### config.mk
export PLATFORM = sky130hd
export DESIGN_NAME = tank_shell_ctrl
export DESIGN_NICKNAME = d
export VERILOG_FILES = /design/src/rtl/tank_pkg.sv /design/src/rtl/tank_shell_slot.sv /design/src/rtl/tank_shell_ctrl.sv
export SDC_FILE = /design/constraint.sdc
export NUM_CORES = 1
export LEC_CHECK = 0
export ABC_AREA = 1
export ABC_CLOCK_PERIOD_IN_PS = 11100
export CORE_MARGIN = 10
export CORE_UTILIZATION = 40
export CTS_CLUSTER_DIAMETER = 200
export DETAILED_ROUTE_END_ITERATION = 12
export HOLD_SLACK_MARGIN = 0.02
export PLACE_DENSITY = 0.63
export SETUP_SLACK_MARGIN = 0.05
export SLEW_MARGIN = 40
export SYNTH_ARGS = -nofsm -noshare
export SYNTH_HDL_FRONTEND = slang
export SYNTH_SLANG_ARGS = --single-unit
### constraint.sdc
create_clock -name frame_clk -period 11.1 [get_ports frame_clk]
set_input_delay 2.22 -clock frame_clk [delete_from_list [all_inputs] [get_ports frame_clk]]
set_output_delay 2.22 -clock frame_clk [all_outputs]
set_load 0.02 [all_outputs]
### src/rtl/tank_pkg.sv
// Shared constants and types for the tank game datapath: screen limits, keycodes,
// fixed-point format and the per-shell state record.
package tank_pkg;

  localparam int X_MAX  = 639;
  localparam int Y_MAX  = 479;
  localparam int FRAC_W = 4;
  localparam int POS_W  = 10 + FRAC_W;  // 10.4 unsigned position
  localparam int VEL_W  = 12;           // signed velocity in 1/16 pixel per frame
  localparam int AGE_W  = 9;

  localparam logic [7:0] FIRE_KEY  = 8'h2C;
  localparam logic [7:0] KEY_RIGHT = 8'h4F;
  localparam logic [7:0] KEY_LEFT  = 8'h50;
  localparam logic [7:0] KEY_DOWN  = 8'h51;
  localparam logic [7:0] KEY_UP    = 8'h52;

  typedef struct packed {
    logic                    active;
    logic [POS_W-1:0]        pos_x;
    logic [POS_W-1:0]        pos_y;
    logic signed [VEL_W-1:0] dx;
    logic signed [VEL_W-1:0] dy;
    logic [AGE_W-1:0]        age;
  } shell_state_t;

  // True when any of the four packed keycode bytes equals key.
  function automatic logic key_match(input logic [31:0] kc, input logic [7:0] key);
    logic hit;
    hit = 1'b0;
    for (int b = 0; b < 4; b++) hit |= (kc[8*b +: 8] == key);
    return hit;
  endfunction

endpackage

### src/rtl/tank_shell_slot.sv
// One shell slot: straight-line motion, edge reflection and lifetime expiry.
// With TANK_SHELL_BOUNCE_LIMIT_EN defined the slot also dies on its 5th reflecting frame.
module tank_shell_slot
  import tank_pkg::*;
#(
  parameter int LIFETIME = 300
) (
  input  logic                    frame_clk,
  input  logic                    Reset,
  input  logic                    load,
  input  logic [9:0]              load_x,
  input  logic [9:0]              load_y,
  input  logic signed [VEL_W-1:0] load_dx,
  input  logic signed [VEL_W-1:0] load_dy,
  output logic                    active,
  output logic [9:0]              shell_x,
  output logic [9:0]              shell_y
);

  shell_state_t   state_q, state_d;
  logic [POS_W:0] nx, ny;
  logic           hit_x, hit_y;
`ifdef TANK_SHELL_BOUNCE_LIMIT_EN
  logic [2:0]     bounce_q, bounce_d;
`endif

  always_comb begin
    // NOTE: every output of this block gets a default first, so no path can infer a latch.
    state_d = state_q;
`ifdef TANK_SHELL_BOUNCE_LIMIT_EN
    bounce_d = bounce_q;
`endif
    // One extra bit holds the sign: a negative sum means the shell crossed the 0 edge.
    nx    = {1'b0, state_q.pos_x} + {{(POS_W+1-VEL_W){state_q.dx[VEL_W-1]}}, state_q.dx};
    ny    = {1'b0, state_q.pos_y} + {{(POS_W+1-VEL_W){state_q.dy[VEL_W-1]}}, state_q.dy};
    hit_x = nx[POS_W] || (nx[POS_W-1:FRAC_W] > 10'(X_MAX));
    hit_y = ny[POS_W] || (ny[POS_W-1:FRAC_W] > 10'(Y_MAX));

    if (load) begin
      state_d.active = 1'b1;
      state_d.pos_x  = {load_x, {FRAC_W{1'b0}}};
      state_d.pos_y  = {load_y, {FRAC_W{1'b0}}};
      state_d.dx     = load_dx;
      state_d.dy     = load_dy;
      state_d.age    = AGE_W'(LIFETIME);
`ifdef TANK_SHELL_BOUNCE_LIMIT_EN
      bounce_d       = '0;
`endif
    end else if (state_q.active) begin
      if (state_q.age == AGE_W'(1)) begin
        state_d.active = 1'b0;
      end else begin
        state_d.age = state_q.age - AGE_W'(1);
        if (hit_x) state_d.dx = -state_q.dx;
        else       state_d.pos_x = nx[POS_W-1:0];
        if (hit_y) state_d.dy = -state_q.dy;
        else       state_d.pos_y = ny[POS_W-1:0];
`ifdef TANK_SHELL_BOUNCE_LIMIT_EN
        // A corner hit reflects both axes but counts as a single bounce.
        if (hit_x || hit_y) begin
          if (bounce_q == 3'd4) state_d.active = 1'b0;
          else                  bounce_d = bounce_q + 3'd1;
        end
`endif
      end
    end
  end

  // NOTE: sequential state uses non-blocking assignments so every flop samples pre-edge values.
  always_ff @(posedge frame_clk or posedge Reset) begin
    if (Reset) begin
      state_q  <= '0;
`ifdef TANK_SHELL_BOUNCE_LIMIT_EN
      bounce_q <= '0;
`endif
    end else begin
      state_q  <= state_d;
`ifdef TANK_SHELL_BOUNCE_LIMIT_EN
      bounce_q <= bounce_d;
`endif
    end
  end

  assign active  = state_q.active;
  assign shell_x = state_q.pos_x[POS_W-1:FRAC_W];
  assign shell_y = state_q.pos_y[POS_W-1:FRAC_W];

endmodule

### src/rtl/tank_shell_ctrl.sv
// Shell spawner: fire-key edge detect, spawn cooldown and lowest-free-slot selection
// over NUM_SHELLS slots. Optional feature macro: TANK_SHELL_BOUNCE_LIMIT_EN.
module tank_shell_ctrl
  import tank_pkg::*;
#(
  parameter int NUM_SHELLS = 4,
  parameter int LIFETIME   = 300,
  parameter int COOLDOWN   = 15,
  parameter int SPEED      = 4
) (
  input  logic                    frame_clk,
  input  logic                    Reset,
  input  logic [31:0]             keycode,
  input  logic [9:0]              TankX,
  input  logic [9:0]              TankY,
  input  logic [5:0]              Angle,
  input  logic [7:0]              sin,
  input  logic [7:0]              cos,
  output logic [10*NUM_SHELLS-1:0] ShellX,
  output logic [10*NUM_SHELLS-1:0] ShellY,
  output logic [NUM_SHELLS-1:0]   ShellActive,
  output logic                    Fired
);

  localparam int CD_W = $clog2(COOLDOWN + 1);

  logic                    fire_now, press, found, spawn;
  logic                    fire_prev_q, fire_prev_d;
  logic                    fired_q, fired_d;
  logic [CD_W-1:0]         cooldown_q, cooldown_d;
  logic [NUM_SHELLS-1:0]   sel_vec, load_vec, active_vec;
  logic signed [VEL_W-1:0] cos_ext, sin_ext, spd_cos, spd_sin, spawn_dx, spawn_dy;

  // Heading reaches this block already resolved through sin/cos.
  logic unused_angle;
  assign unused_angle = ^Angle;

  always_comb begin
    fire_now    = key_match(keycode, FIRE_KEY);
    press       = fire_now & ~fire_prev_q;
    fire_prev_d = fire_now;

    // Free slots come from the registered active flags, so a slot expiring on this
    // edge cannot be reused until the next one.
    sel_vec = '0;
    found   = 1'b0;
    for (int i = 0; i < NUM_SHELLS; i++) begin
      if (!active_vec[i] && !found) begin
        sel_vec[i] = 1'b1;
        found      = 1'b1;
      end
    end

    spawn    = press && (cooldown_q == '0) && found;
    load_vec = spawn ? sel_vec : '0;
    fired_d  = spawn;

    if (spawn)                 cooldown_d = CD_W'(COOLDOWN);
    else if (cooldown_q != '0) cooldown_d = cooldown_q - CD_W'(1);
    else                       cooldown_d = cooldown_q;

    cos_ext  = {{(VEL_W-8){cos[7]}}, cos};
    sin_ext  = {{(VEL_W-8){sin[7]}}, sin};
    spd_cos  = cos_ext * VEL_W'(SPEED);
    spd_sin  = sin_ext * VEL_W'(SPEED);
    spawn_dx = spd_cos >>> 3;
    spawn_dy = -(spd_sin >>> 3);  // screen Y grows downward
  end

  always_ff @(posedge frame_clk or posedge Reset) begin
    if (Reset) begin
      fire_prev_q <= 1'b0;
      fired_q     <= 1'b0;
      cooldown_q  <= '0;
    end else begin
      fire_prev_q <= fire_prev_d;
      fired_q     <= fired_d;
      cooldown_q  <= cooldown_d;
    end
  end

  for (genvar g = 0; g < NUM_SHELLS; g++) begin : g_slot
    tank_shell_slot #(
      .LIFETIME(LIFETIME)
    ) u_slot (
      .frame_clk(frame_clk),
      .Reset    (Reset),
      .load     (load_vec[g]),
      .load_x   (TankX),
      .load_y   (TankY),
      .load_dx  (spawn_dx),
      .load_dy  (spawn_dy),
      .active   (active_vec[g]),
      .shell_x  (ShellX[10*g +: 10]),
      .shell_y  (ShellY[10*g +: 10])
    );
  end

  assign ShellActive = active_vec;
  assign Fired       = fired_q;

endmodule

# After elaboration in Yosys (flattened, before gate mapping)

Cells that the tools add are included.

Add/subtract/negate cells: 22
Order comparisons: 8
Equal/unequal tests: 20
Multiplexer cells: 42
Bitwise logic cells: 5
Reduce and logical (&&, ||, !) cells: 53

Operators with widths:

| cell                 | number |
|---|---|
| $mux 62              | 8 |
| $mux 61              | 4 |
| $add 14x15->15       | 8 |
| $mux 14              | 8 |
| $mux 12              | 8 |
| $neg 12->12          | 8 |
| $reduce_and 3->1     | 16 |
| $gt 10x10->1 const B | 4 |
| $gt 10x9->1 const B  | 4 |
| $eq 9x1->1 const B   | 4 |
| $sub 9x1->9 const B  | 4 |
| $eq 8x6->1 const B   | 4 |
| $reduce_bool 2->1    | 13 |
| $ne 2x2->1 const B   | 12 |
| $mux 4               | 3 |
| $neg 7->12           | 1 |
| $mux 1               | 11 |
| $logic_or 1x1->1     | 8 |
| $reduce_and 2->1     | 4 |
| $logic_and 1x1->1    | 5 |
| $logic_not 1->1      | 5 |
| $logic_not 4->1      | 1 |
| $reduce_bool 4->1    | 1 |
| $sub 4x1->4 const B  | 1 |
| 3 further kinds      | 5 |

Register bits: 254
Output and inout port bits: 85
Word-level logic and storage cells: 177

# Depth between registers and ports, before layout

Gate-level depths: netlist of run 1.

Depth after elaboration: 13
Depth in mapped cells: 18

# Cells and area by module

From an unflattened synthesis of run 1, not the netlist that was laid out.

Cell total of the unflattened synthesis: 3145
Area total of the unflattened synthesis: 21341.7 um^2

By module, submodules not included:

| module                                  | times used | cells each | area an instance (um^2) | seq. area each (um^2) |
|---|---|---|---|---|
| tank_shell_slot at g_slot[1].u_slot ... | 2          | 761        | 5176.2                  | 1551.5 |
| tank_shell_slot at g_slot[3].u_slot     | 1          | 761        | 5191.2                  | 1551.5 |
| tank_shell_slot at g_slot[0].u_slot     | 1          | 758        | 5182.5                  | 1551.5 |
| tank_shell_ctrl                         | 1          | 104        | 615.6                   | 150.1 |

# Worst setup path after synthesis of run 1

OpenSTA, ideal clock, no wires.

Kind: input to register
Start: in keycode[28]
End: reg g_slot[1].u_slot.state_q, in the netlist g_slot[1].u_slot.shell_x[7]
Data arrival time: 3.605 ns
Data required time: 10.977 ns
Slack: 7.372 ns
Stages on the path: 10
Path buffers: 2
Cells stage by stage: nor4_1 -> nand4_1 -> nand3_1 -> nand2_2 -> inv_2 -> nand2_2 -> buf_6 -> clkbuf_1 -> nand3_1 -> nand2_1

Cells in the longest elaborated chain, start to end: 8

Ends and longest elaborated chain:

| item                                                      | RTL line              | RTL |
|---|---|---|
| from (decl)                                               | tank_shell_ctrl.sv:13 | `input logic [31:0] keycode,` |
| $eq 8x6->1 (*)                                            | tank_pkg.sv:31        | `for (int b = 0; b < 4; b++) hit \|= (kc[8*b +: 8] == key);` |
| $or 1x1->1 (*)                                            | tank_pkg.sv:31        |  |
| $and 1x1->1 (*)                                           | tank_shell_ctrl.sv:40 | `press = fire_now & ~fire_prev_q;` |
| $logic_and 1x1->1 (*) (2 in a row)                        | tank_shell_ctrl.sv:54 | `spawn = press && (cooldown_q == '0) && found;` |
| net fired_d                                               | tank_shell_ctrl.sv:29 | `logic fired_q, fired_d;` |
| $mux 4 (*)                                                | tank_shell_ctrl.sv:55 | `load_vec = spawn ? sel_vec : '0;` |
| $ne 2x2->1 (no line) or $reduce_bool 2->1 (tied branches) | n/a                   |  |
| $reduce_and 3->1 (no line)                                | n/a                   |  |
| to (signal assigned)                                      | tank_shell_slot.sv:77 | `state_q <= state_d;` |
| to (decl)                                                 | tank_shell_slot.sv:20 | `shell_state_t state_q, state_d;` |

The timed path passes the listed nets; every way through them passes the cells marked *.
A chain may end at the register's enable or synchronous reset.

# Worst setup path after layout of run 1

Start: in keycode[7]
End: reg g_slot[2].u_slot.state_q[29] in the netlist's numbering

Cells in the longest elaborated chain, start to end: 10

Ends and longest elaborated chain:

| item                                                      | RTL line |
|---|---|
| $eq 8x6->1 (*)                                            | tank_pkg.sv:31 |
| $or 1x1->1 (*) (3 in a row)                               | tank_pkg.sv:31 |
| $and 1x1->1 (*)                                           | tank_shell_ctrl.sv:40 |
| $logic_and 1x1->1 (*) (2 in a row)                        | tank_shell_ctrl.sv:54 |
| $mux 4 (*)                                                | tank_shell_ctrl.sv:55 |
| $ne 2x2->1 (no line) or $reduce_bool 2->1 (tied branches) | n/a |
| $reduce_and 3->1 (no line)                                | n/a |
| to (signal assigned)                                      | tank_shell_slot.sv:77 |
| to (decl)                                                 | tank_shell_slot.sv:20 |

Mark *: on every way between the ends. The rest lies on a longest branch, timed or not.

==> impl_metrics.csv, run 1 <==
group,metric,value,unit
min_path,min_path_type,"reg2reg",
routing,drtPass1Iterations,5,
die,die_width,247,um
finish,drive_gt1_share,3.50,%
global_routing,overflow,0,
synth,ys_seq_area_share,30.8,%
pwr,p_leak,12.1,nW
synth,synth_cells,3140,
die,rows,83,
global_routing,grt_pass1_vias,19100,
synth,ys_ff_latch,254,
cts,cts_resized,0,
timing,tightest_slew,0.822,ns
timing,min_period_over_period,46.1,%
finish,multi_input_area,12000,sq um
routing,met1Wirelength,29.5,mm
routing,wl_met2,29.6,mm
die,initial_core_util,40.3,%
setup_path,ff2ff_setup_slack,7.51,ns
global_routing,grt_pass1_wl,105,mm
die,die_h,247,um
timing,fin_crit,5.11,ns
job,max_cap_viol_count,0,
timing,fmax,196,MHz
finish,syn2layout_area_growth,12.6,%
routing,dr_wl_met3,4.38,mm
synth,synthesis.area,20600,sq um
routing,vias,20300,
setup_path,worstPathArrival,5.55,ns
routing,top_layer,"met5",
setup_path,end_kind,"flop",
finish,final_nets,3388,
synth,ys.flop_type,"dfrtp_1",
setup_path,critPathMaxStageDelay,0.75,ns
setup_path,startpoint_type,"primary input",
cts,cts.sinks,254,
timing,slew_violations,0,
synth,synth_top_area_share,30.8,%
setup_path,crit_type,"in2reg",
routing,drt_iter0_markers,1604,
timing,fin_skew,0.0269,ns
synth,ys_warn_count,0,
timing,maxSlewHeadroom,45.0,%
setup_path,critPathRequiredTime,11.53,ns
die,io_pins,161,
cts,cts_made_buffers,35,
pwr,p_per_area,92.6,nW/um^2
synth,avgSynthCellArea,6.58,sq um
cts,root_buffer,"clkbuf_16",
routing,vias_per_cell,5.24,
cts,hold_buffers,0,
timing,hold_viol,0,
synth,synth_edf_count,0,
placement,dp_cells,3816,
placement,gp_congestion,0.956,
global_routing,grt_max_degree,131,
routing,drc_errors,0,
global_routing,grt_util_all_layers,21.4,%
synth,synth_common_cells,"981 x nand2_1, 446 x nand3_1, 324 x inv_1, 254 x dfrtp_1, 232 x o21ai_0",
timing,final-setup-viol-count,0,
pwr,irDropWorstVdd,0.0786,mV
cts,postCtsSetupBuffers,0,
cts,clk_pin_slew_worst_paths,0.06,ns
routing,routed_wl,65.8,mm
synth,synth_area_leaders,"dfrtp_1 31%, nand2_1 18%, nand3_1 11%",
synth,ys_types,41,
outcome,status,"finished clean",
placement,numPortBuffers,152,
cts,cts_buffer_depth,3,
synth,synth_nets,3354,
routing,wl_per_cell,17.0,um
placement,place_hpwl,47.9,mm
setup_path,worst_path_max_delay_cell,"nand2_1",
die,die_area,61100,sq um
synth,yosysMostFrequentCell,"nand2_1",
timing,tns,0,ns
setup_path,cp_common_cell,"nand2_1",
setup_path,path_max_fanout,35,
synth,async_flop_share,100,%
cts,h-tree-depth,2,
finish,register_area,6360,sq um
finish,fin_cells,3880,
cts,insertion_delay,0.55,ns
die,core,51200,sq um
finish,fillCellCount,5292,
timing,rsz0062_at_grt,"no",
synth,synth_top_area_cell,"dfrtp_1",
global_routing,antenna_found_initial,6,
setup_path,crit_chain,"clkdlybuf4s50_1, nor2_1, nand3b_1, nor4_1, nor2_1, nand3_1, buf_4, nand3_2, nand2_1, nand2_1, nand2_1, nand2_1",
routing,ant_nets,0,
cts,tritoncts,"built",
## kinds of logic after synthesis
logic type / after synthesis / synth area share [%]
flip-flops: 254 / 30.8
adder cells (fa/ha/maj): 138 / 8.65
AND/OR/NAND/NOR: 1761 / 36.4
AO/OA/AOI/OAI: 438 / 11.2
buffers and inverters: 503 / 11.1
XOR/XNOR: 46 / 1.95
## routing by layer
metal  GRT usage, %  vias up
met5              0        -
met4           8.57        2
met3           3.73      106
met2           34.3      608
met1           28.0     9275
li1               -    10300
## through the flow
step | setup slack (ns) | area, sq um | util [%] | total power, mW | hold WS, ns
global route | 5.65 | 23300 | 45.4 | 2.23 | 0.490
global placement | 5.36 | 22100 | 43.2 | 1.09 | 0.465
CTS | 5.97 | 23200 | 45.4 | 2.18 | 0.482
detailed placement | 5.39 | 22100 | 43.3 | 1.09 | 0.467
finish | 5.99 | 23300 | 45.4 | 2.15 | 0.479
floorplan | 1.89 | 20600 | - | 1.01 | 0.446
## layout by cell type, fill, tap and decap left out, types with 11 or more instances in the layout
master / instances
nand2_1: 980
nand3_1: 445
inv_1: 323
dfrtp_1: 254
o21ai_0: 232
nor2_1: 191
clkdlybuf4s50_1: 152
a21oi_1: 146
ha_1: 130
nand4_1: 58
nor3_1: 35
clkbuf_16: 35
xor2_1: 33
or2_2: 19
buf_4: 16
xnor2_1: 13
clkinv_2: 12
nand3b_1: 11
o22ai_1: 11
o21bai_1: 11
o21ai_1: 11
## power breakdown
| part | switching [mW] | internal [mW] |
|---|---|---|
| combinational | 0.0946 | 0.0435 |
| sequential | 0.00396 | 0.931 |
| clock | 0.446 | 0.634 |
## flip-flops by register name, indices dropped and copies added (netlist names)
name and cells:
g_slot.u_slot.state_q 164, g_slot.u_slot.shell_x 40, g_slot.u_slot.shell_y 40, cooldown_q 4
g_slot.u_slot.active 4, Fired 1, fire_prev_q 1
## worst max-delay path: cells and delay by family
family                 cells  cell delay (ns)
buffers and inverters      2             0.70
and+or+nand+nor           10             2.59
## cell type report
cell class / instances / area share [%]
diodes: 3 / 0.0323
repair buffers: 171 / 7.31
flip-flops and latches: 254 / 27.3
multi-input cells: 2383 / 51.7
inverters: 329 / 5.37
well taps: 680 / 3.66
clock inverters: 17 / 0.522
clock buffers: 43 / 4.11
## path summary, 6_finish.rpt
check,to,start,depth (start not counted)
max,g_slot[2].u_slot.state_q[29],keycode[7],12
min,g_slot[3].u_slot.state_q[47],g_slot[3].u_slot.state_q[47],2
max reg2reg,g_slot[3].u_slot.state_q[48],g_slot[2].u_slot.active,11
min reg2reg,g_slot[3].u_slot.state_q[47],g_slot[3].u_slot.state_q[47],2
max in group asynchronous,g_slot[1].u_slot.state_q[50],Reset,3
min in group asynchronous,g_slot[0].u_slot.state_q[35],Reset,2
Note: power is estimated with default switching activity, not from simulation.
==> run 2, diff against run 1 <==
ABC_CLOCK_PERIOD_IN_PS = 5000   (was 11100)
clock period = 5 ns   (was 11.1 ns; I/O delays follow)
==> run 2 against run 1 <==
  * Wire length increased by 0.81%
  * Clock power increased by 140%
  * Critical endpoint is now g_slot[0].u_slot.state_q[27]
  * Design area increased by 0.73%
  * Hold slack improved by 0.0012 ns
  * Critical path type unchanged
==> impl_metrics.csv, run 2 (synthesized netlist as in run 1, its figures left out) <==
group,metric,value,unit
outcome,status,"finished clean",
timing,final-setup-viol-count,0,
timing,tns,0,ns
setup_path,path_max_fanout,28,
global_routing,grt_pass1_vias,19200,
cts,cts_made_buffers,35,
cts,cts.sinks,254,
timing,rsz0062_at_grt,"no",
setup_path,startpoint_type,"primary input",
die,rows,83,
setup_path,critPathRequiredTime,5.43,ns
placement,dp_cells,3828,
setup_path,cp_common_cell,"nand2_1",
global_routing,overflow,0,
finish,final_common_cell,"nand2_1",
placement,numPortBuffers,152,
setup_path,end_kind,"flop",
routing,ant_nets,0,
cts,hold_buffers,0,
pwr,totalPowerFinal,5.01,mW
cts,cts_resized,0,
setup_path,worstPathArrival,4.04,ns
timing,maxSlewHeadroom,43.3,%
die,io_pins,161,
setup_path,critPathMaxStageDelay,0.49,ns
min_path,min_from,"g_slot[3].u_slot.state_q[33]",
placement,gp_congestion,0.938,
global_routing,grt_util_all_layers,21.5,%
die,die_width,247,um
routing,drtPass1Iterations,5,
global_routing,antenna_found_initial,3,
routing,vias_per_cell,5.28,
die,core,51200,sq um
setup_path,crit_chain,"clkdlybuf4s50_1, nor2_1, nand3b_1, nor4_1, nor2_1, nand3_1, nand3_2, buf_4, nand2_2, nand2_1, nand2_1, nand2_1",
placement,place_hpwl,48.9,mm
pwr,irDropWorstVdd,0.180,mV
setup_path,crit_start,"keycode[7]",
timing,fin_crit,3.61,ns
timing,fmax,277,MHz
cts,clk_pin_slew_worst_paths,0.05,ns
cts,cts_buffer_depth,3,
cts,postCtsSetupBuffers,0,
routing,met1Wirelength,30.5,mm
timing,fin_skew,0.0247,ns
routing,dr_wl_met3,4.61,mm
routing,drt_iter0_markers,1903,
pwr,p_per_area,214,nW/um^2
die,die_area,61100,sq um
routing,wl_per_cell,17.1,um
finish,largest_register,"g_slot.u_slot.state_q",
routing,routed_wl,66.3,mm
die,initial_core_util,40.3,%
pwr,p_leak,12.2,nW
cts,tritoncts,"built",
timing,tightest_slew,0.848,ns
timing,slew_violations,0,
placement,place_area,22200,sq um
finish,syn2layout_area_growth,13.5,%
finish,drive_gt1_share,3.86,%
cts,root_buffer,"clkbuf_16",
routing,vias,20500,
routing,top_layer,"met5",
setup_path,crit_type,"in2reg",
cts,insertion_delay,0.56,ns
timing,min_period_over_period,72.3,%
die,die_h,247,um
setup_path,r2r-start,"g_slot[3].u_slot.state_q[9]",
routing,wl_met2,29.3,mm
global_routing,grt_pass1_wl,106,mm
job,max_cap_viol_count,0,
finish,finalInstanceArea,23400,sq um
finish,largest_register_ffs,164,
routing,drc_errors,0,
finish,fin_cells,3891,
global_routing,grt_max_degree,82,
finish,mostFrequentLayoutCells,"980 x nand2_1, 445 x nand3_1, 323 x inv_1",
timing,hold_viol,0,
setup_path,worst_path_max_delay_cell,"nand3_1",
finish,final_core_util,45.8,%
cts,h-tree-depth,2,
finish,final_nets,3399,
min_path,min_path_type,"reg2reg",
run 2: changes by cell type in the layout (fill, tap and decap cells not counted), moves of 2 or more:
cell,before,now
buf_4,16,28
clkinv_2,12,5
bufinv_16,1,4
inv_6,1,4
clkinvlp_4,3,5
diode_2,3,1
run 2: metrics by stage:
stage	setup slack, ns	hold slack, ns
after floorplan	0.656	0.446
after global placement	0.824	0.461
after detailed placement	0.833	0.466
after CTS	1.41	0.481
after global routing	1.19	0.509
final	1.39	0.480
run 2: final cells by class:
| cell class | instances | area (sq um) |
|---|---|---|
| flip-flops and latches | 254 | 6360 |
| well taps | 680 | 851 |
| clock inverters | 17 | 210 |
| repair buffers | 182 | 1770 |
| fillers | 5310 | 27800 |
| multi-input cells | 2383 | 12000 |
| inverters | 329 | 1240 |
| diodes | 1 | 2.50 |
| clock buffers | 45 | 973 |
run 2: report_power, final:
group | switching [mW] | leakage [nW] | internal (mW)
logic | 0.215 | 8.65 | 0.0968
registers | 0.00902 | 2.98 | 2.07
clock network | 1.03 | 0.574 | 1.59
total | 1.25 | 12.2 | 3.75
run 2: worst paths after layout:
check                                                to  slack [ns]  cells past startpoint
setup reg to reg            g_slot[3].u_slot.shell_y[2]        1.63                     17
max in group asynchronous   g_slot[3].u_slot.state_q[0]        3.13                      3
hold reg to reg            g_slot[3].u_slot.state_q[33]        0.48                      2
min in group asynchronous  g_slot[0].u_slot.state_q[16]        0.81                      2
setup / recovery           g_slot[0].u_slot.state_q[27]        1.39                     12
hold / removal             g_slot[3].u_slot.state_q[33]        0.48                      2
run 2: per-layer routing:
metal | global-route usage (%) | vias up
met5 | 0 | -
met4 | 7.24 | 2
met3 | 4.01 | 95
met2 | 34.1 | 553
met1 | 29.0 | 9529
li1 | - | 10400
run 2: critical path, delay by kind of cell:
| kind | cells | cell delay (ns) |
|---|---|---|
| AND/OR/NAND/NOR | 10 | 2.34 |
| buffers and inverters | 2 | 0.68 |
==> run 3, diff against run 2 <==
ABC_CLOCK_PERIOD_IN_PS = 3600   (was 5000)
clock period = 3.6 ns   (was 5 ns; I/O delays follow)
==> run 3 against run 2 <==
  * First-iteration DRC count fell by 12%
  * Clock skew barely moved
  * Flip-flop and latch count did not move
  * Design area rose by 0.89%
  * Largest cell class unchanged
  * Critical endpoint is now g_slot[3].u_slot.state_q[35]
  * Largest power group unchanged
  * Sequential power rose by 38%
  * Power rose by 36%
==> impl_metrics.csv, run 3 (synthesized netlist as in run 1, its figures left out) <==
group,metric,value,unit
outcome,status,"finished clean",
finish,final_common_cell,"nand2_1",
setup_path,cp_common_cell,"nand2_1",
cts,insertion_delay,0.56,ns
routing,dr_wl_met3,4.37,mm
die,core,51200,sq um
timing,rsz0062_at_grt,"no",
placement,place_ws,0.193,ns
finish,drive_gt1_share,4.51,%
cts,clk_pin_slew_worst_paths,0.06,ns
placement,place_area,22500,sq um
finish,register_area,6360,sq um
pwr,irDropWorstVdd,0.285,mV
cts,h-tree-depth,2,
min_path,min_path_type,"reg2reg",
global_routing,grt_util_all_layers,21.8,%
finish,final_nets,3427,
setup_path,worstPathArrival,3.49,ns
global_routing,grt_pass1_wl,106,mm
timing,fmax,327,MHz
finish,largest_register_ffs,164,
global_routing,antenna_found_initial,2,
routing,met1Wirelength,30.9,mm
cts,root_buffer,"clkbuf_16",
cts,cts.sinks,254,
routing,wl_met2,29.5,mm
die,die_area,61100,sq um
placement,gp_congestion,0.942,
placement,numPortBuffers,152,
timing,fin_skew,0.0245,ns
cts,postCtsSetupBuffers,0,
timing,fin_crit,3.06,ns
setup_path,crit_type,"reg2reg",
timing,holdWs,0.479,ns
finish,fillCellCount,5200,
setup_path,end_kind,"flop",
routing,ant_nets,0,
cts,tritoncts,"built",
pwr,seqPwrFrac,42.4,%
timing,tightest_slew,0.740,ns
pwr,internal_power,5.08,mW
die,die_width,247,um
finish,syn2layout_area_growth,14.5,%
setup_path,startpoint_type,"flop",
pwr,totalPowerFinal,6.79,mW
setup_path,crit_chain,"inv_1, ha_1, nand2_1, nor2_1, inv_1, a211oi_4, nand4_1, nand2_2, nand2_1, nand2_1, nand2_1",
pwr,p_leak,12.3,nW
pwr,netSwitchingFraction,25.3,%
die,initial_core_util,40.3,%
pwr,switchingPower,1.72,mW
pwr,p_clk_share,51.0,%
finish,multi_input_area,12000,sq um
setup_path,path_max_fanout,19,
placement,place_hpwl,50.2,mm
die,die_h,247,um
setup_path,path_buf_inv,2,
routing,drt_iter0_markers,1671,
global_routing,grt_pass1_vias,19400,
routing,top_layer,"met4",
job,max_cap_viol_count,0,
global_routing,grt_max_degree,51,
setup_path,worst_path_max_delay_cell,"a211oi_4",
finish,mostFrequentLayoutCells,"980 x nand2_1, 445 x nand3_1, 323 x inv_1",
timing,maxSlewHeadroom,50.6,%
setup_path,critPathTopFamily,"simple AND/OR/NAND/NOR gates",
routing,vias,20700,
finish,largest_register,"g_slot.u_slot.state_q",
routing,vias_per_cell,5.28,
cts,cts_resized,0,
finish,finalInstanceArea,23600,sq um
setup_path,critPathRequiredTime,4.04,ns
global_routing,overflow,0,
timing,min_period_over_period,84.9,%
timing,fin_ws,0.543,ns
cts,cts_made_buffers,34,
routing,drc_errors,0,
timing,slew_violations,0,
cts,hold_buffers,0,
routing,wl_per_cell,17.2,um
cts,cts_buffer_depth,3,
setup_path,critPathMaxStageDelay,0.55,ns
die,rows,83,
finish,final_core_util,46.2,%
die,io_pins,161,
timing,final-setup-viol-count,0,
pwr,p_per_area,287,nW/um^2
pwr,pwr-share-comb,6.6,%
routing,drtPass1Iterations,5,
timing,hold_viol,0,
setup_path,ff2ff_setup_slack,0.54,ns
routing,routed_wl,67.3,mm
## run 3: path summary, 6_finish.rpt
check / start / cells after the start / to
max: cooldown_q[0] / 11 / g_slot[3].u_slot.state_q[35]
min: g_slot[3].u_slot.state_q[50] / 2 / g_slot[3].u_slot.state_q[50]
max reg2reg: cooldown_q[0] / 11 / g_slot[3].u_slot.state_q[35]
min reg2reg: g_slot[3].u_slot.state_q[50] / 2 / g_slot[3].u_slot.state_q[50]
max in group asynchronous: Reset / 3 / g_slot[1].u_slot.state_q[28]
min in group asynchronous: Reset / 2 / g_slot[0].u_slot.state_q[5]
## run 3: per-layer routing
layer | GRT usage [%] | vias to the layer above
met5 | 0 | -
met4 | 8.80 | 0
met3 | 3.28 | 117
met2 | 34.1 | 646
met1 | 29.8 | 9489
li1 | - | 10400
## run 3: worst min-delay path, cell delays in order, from the launching register on
cell     delay [ns]
dfrtp_1        0.35
nand2_1        0.05
nand2_1        0.05
## run 3: stage by stage
step           setup TNS, ns  instances
2_1_floorplan        -117.77       3140
3_3_place_gp               0       3857
3_5_place_dp               0       3857
4_1_cts                    0       3918
5_1_grt                    0       3918
6_report                   0       3920
## run 3: final cells by class
class	instances	area share (%)
Sequential cell	254	26.9
Multi-Input combinational cell	2383	50.9
Timing Repair Buffer	211	8.68
Clock buffer	51	4.21
Clock inverter	10	0.482
Tap cell	680	3.60
Inverter	329	5.25
Antenna cell	2	0.0212
## run 3: power groups by stage
stage               clock network, mW  registers, mW  logic [mW]
floorplan                           0           2.93       0.199
global placement                    0           2.93       0.445
detailed placement                  0           2.93       0.446
CTS                              3.54           2.88       0.447
global route                     3.62           2.88       0.481
finish                           3.47           2.88       0.447
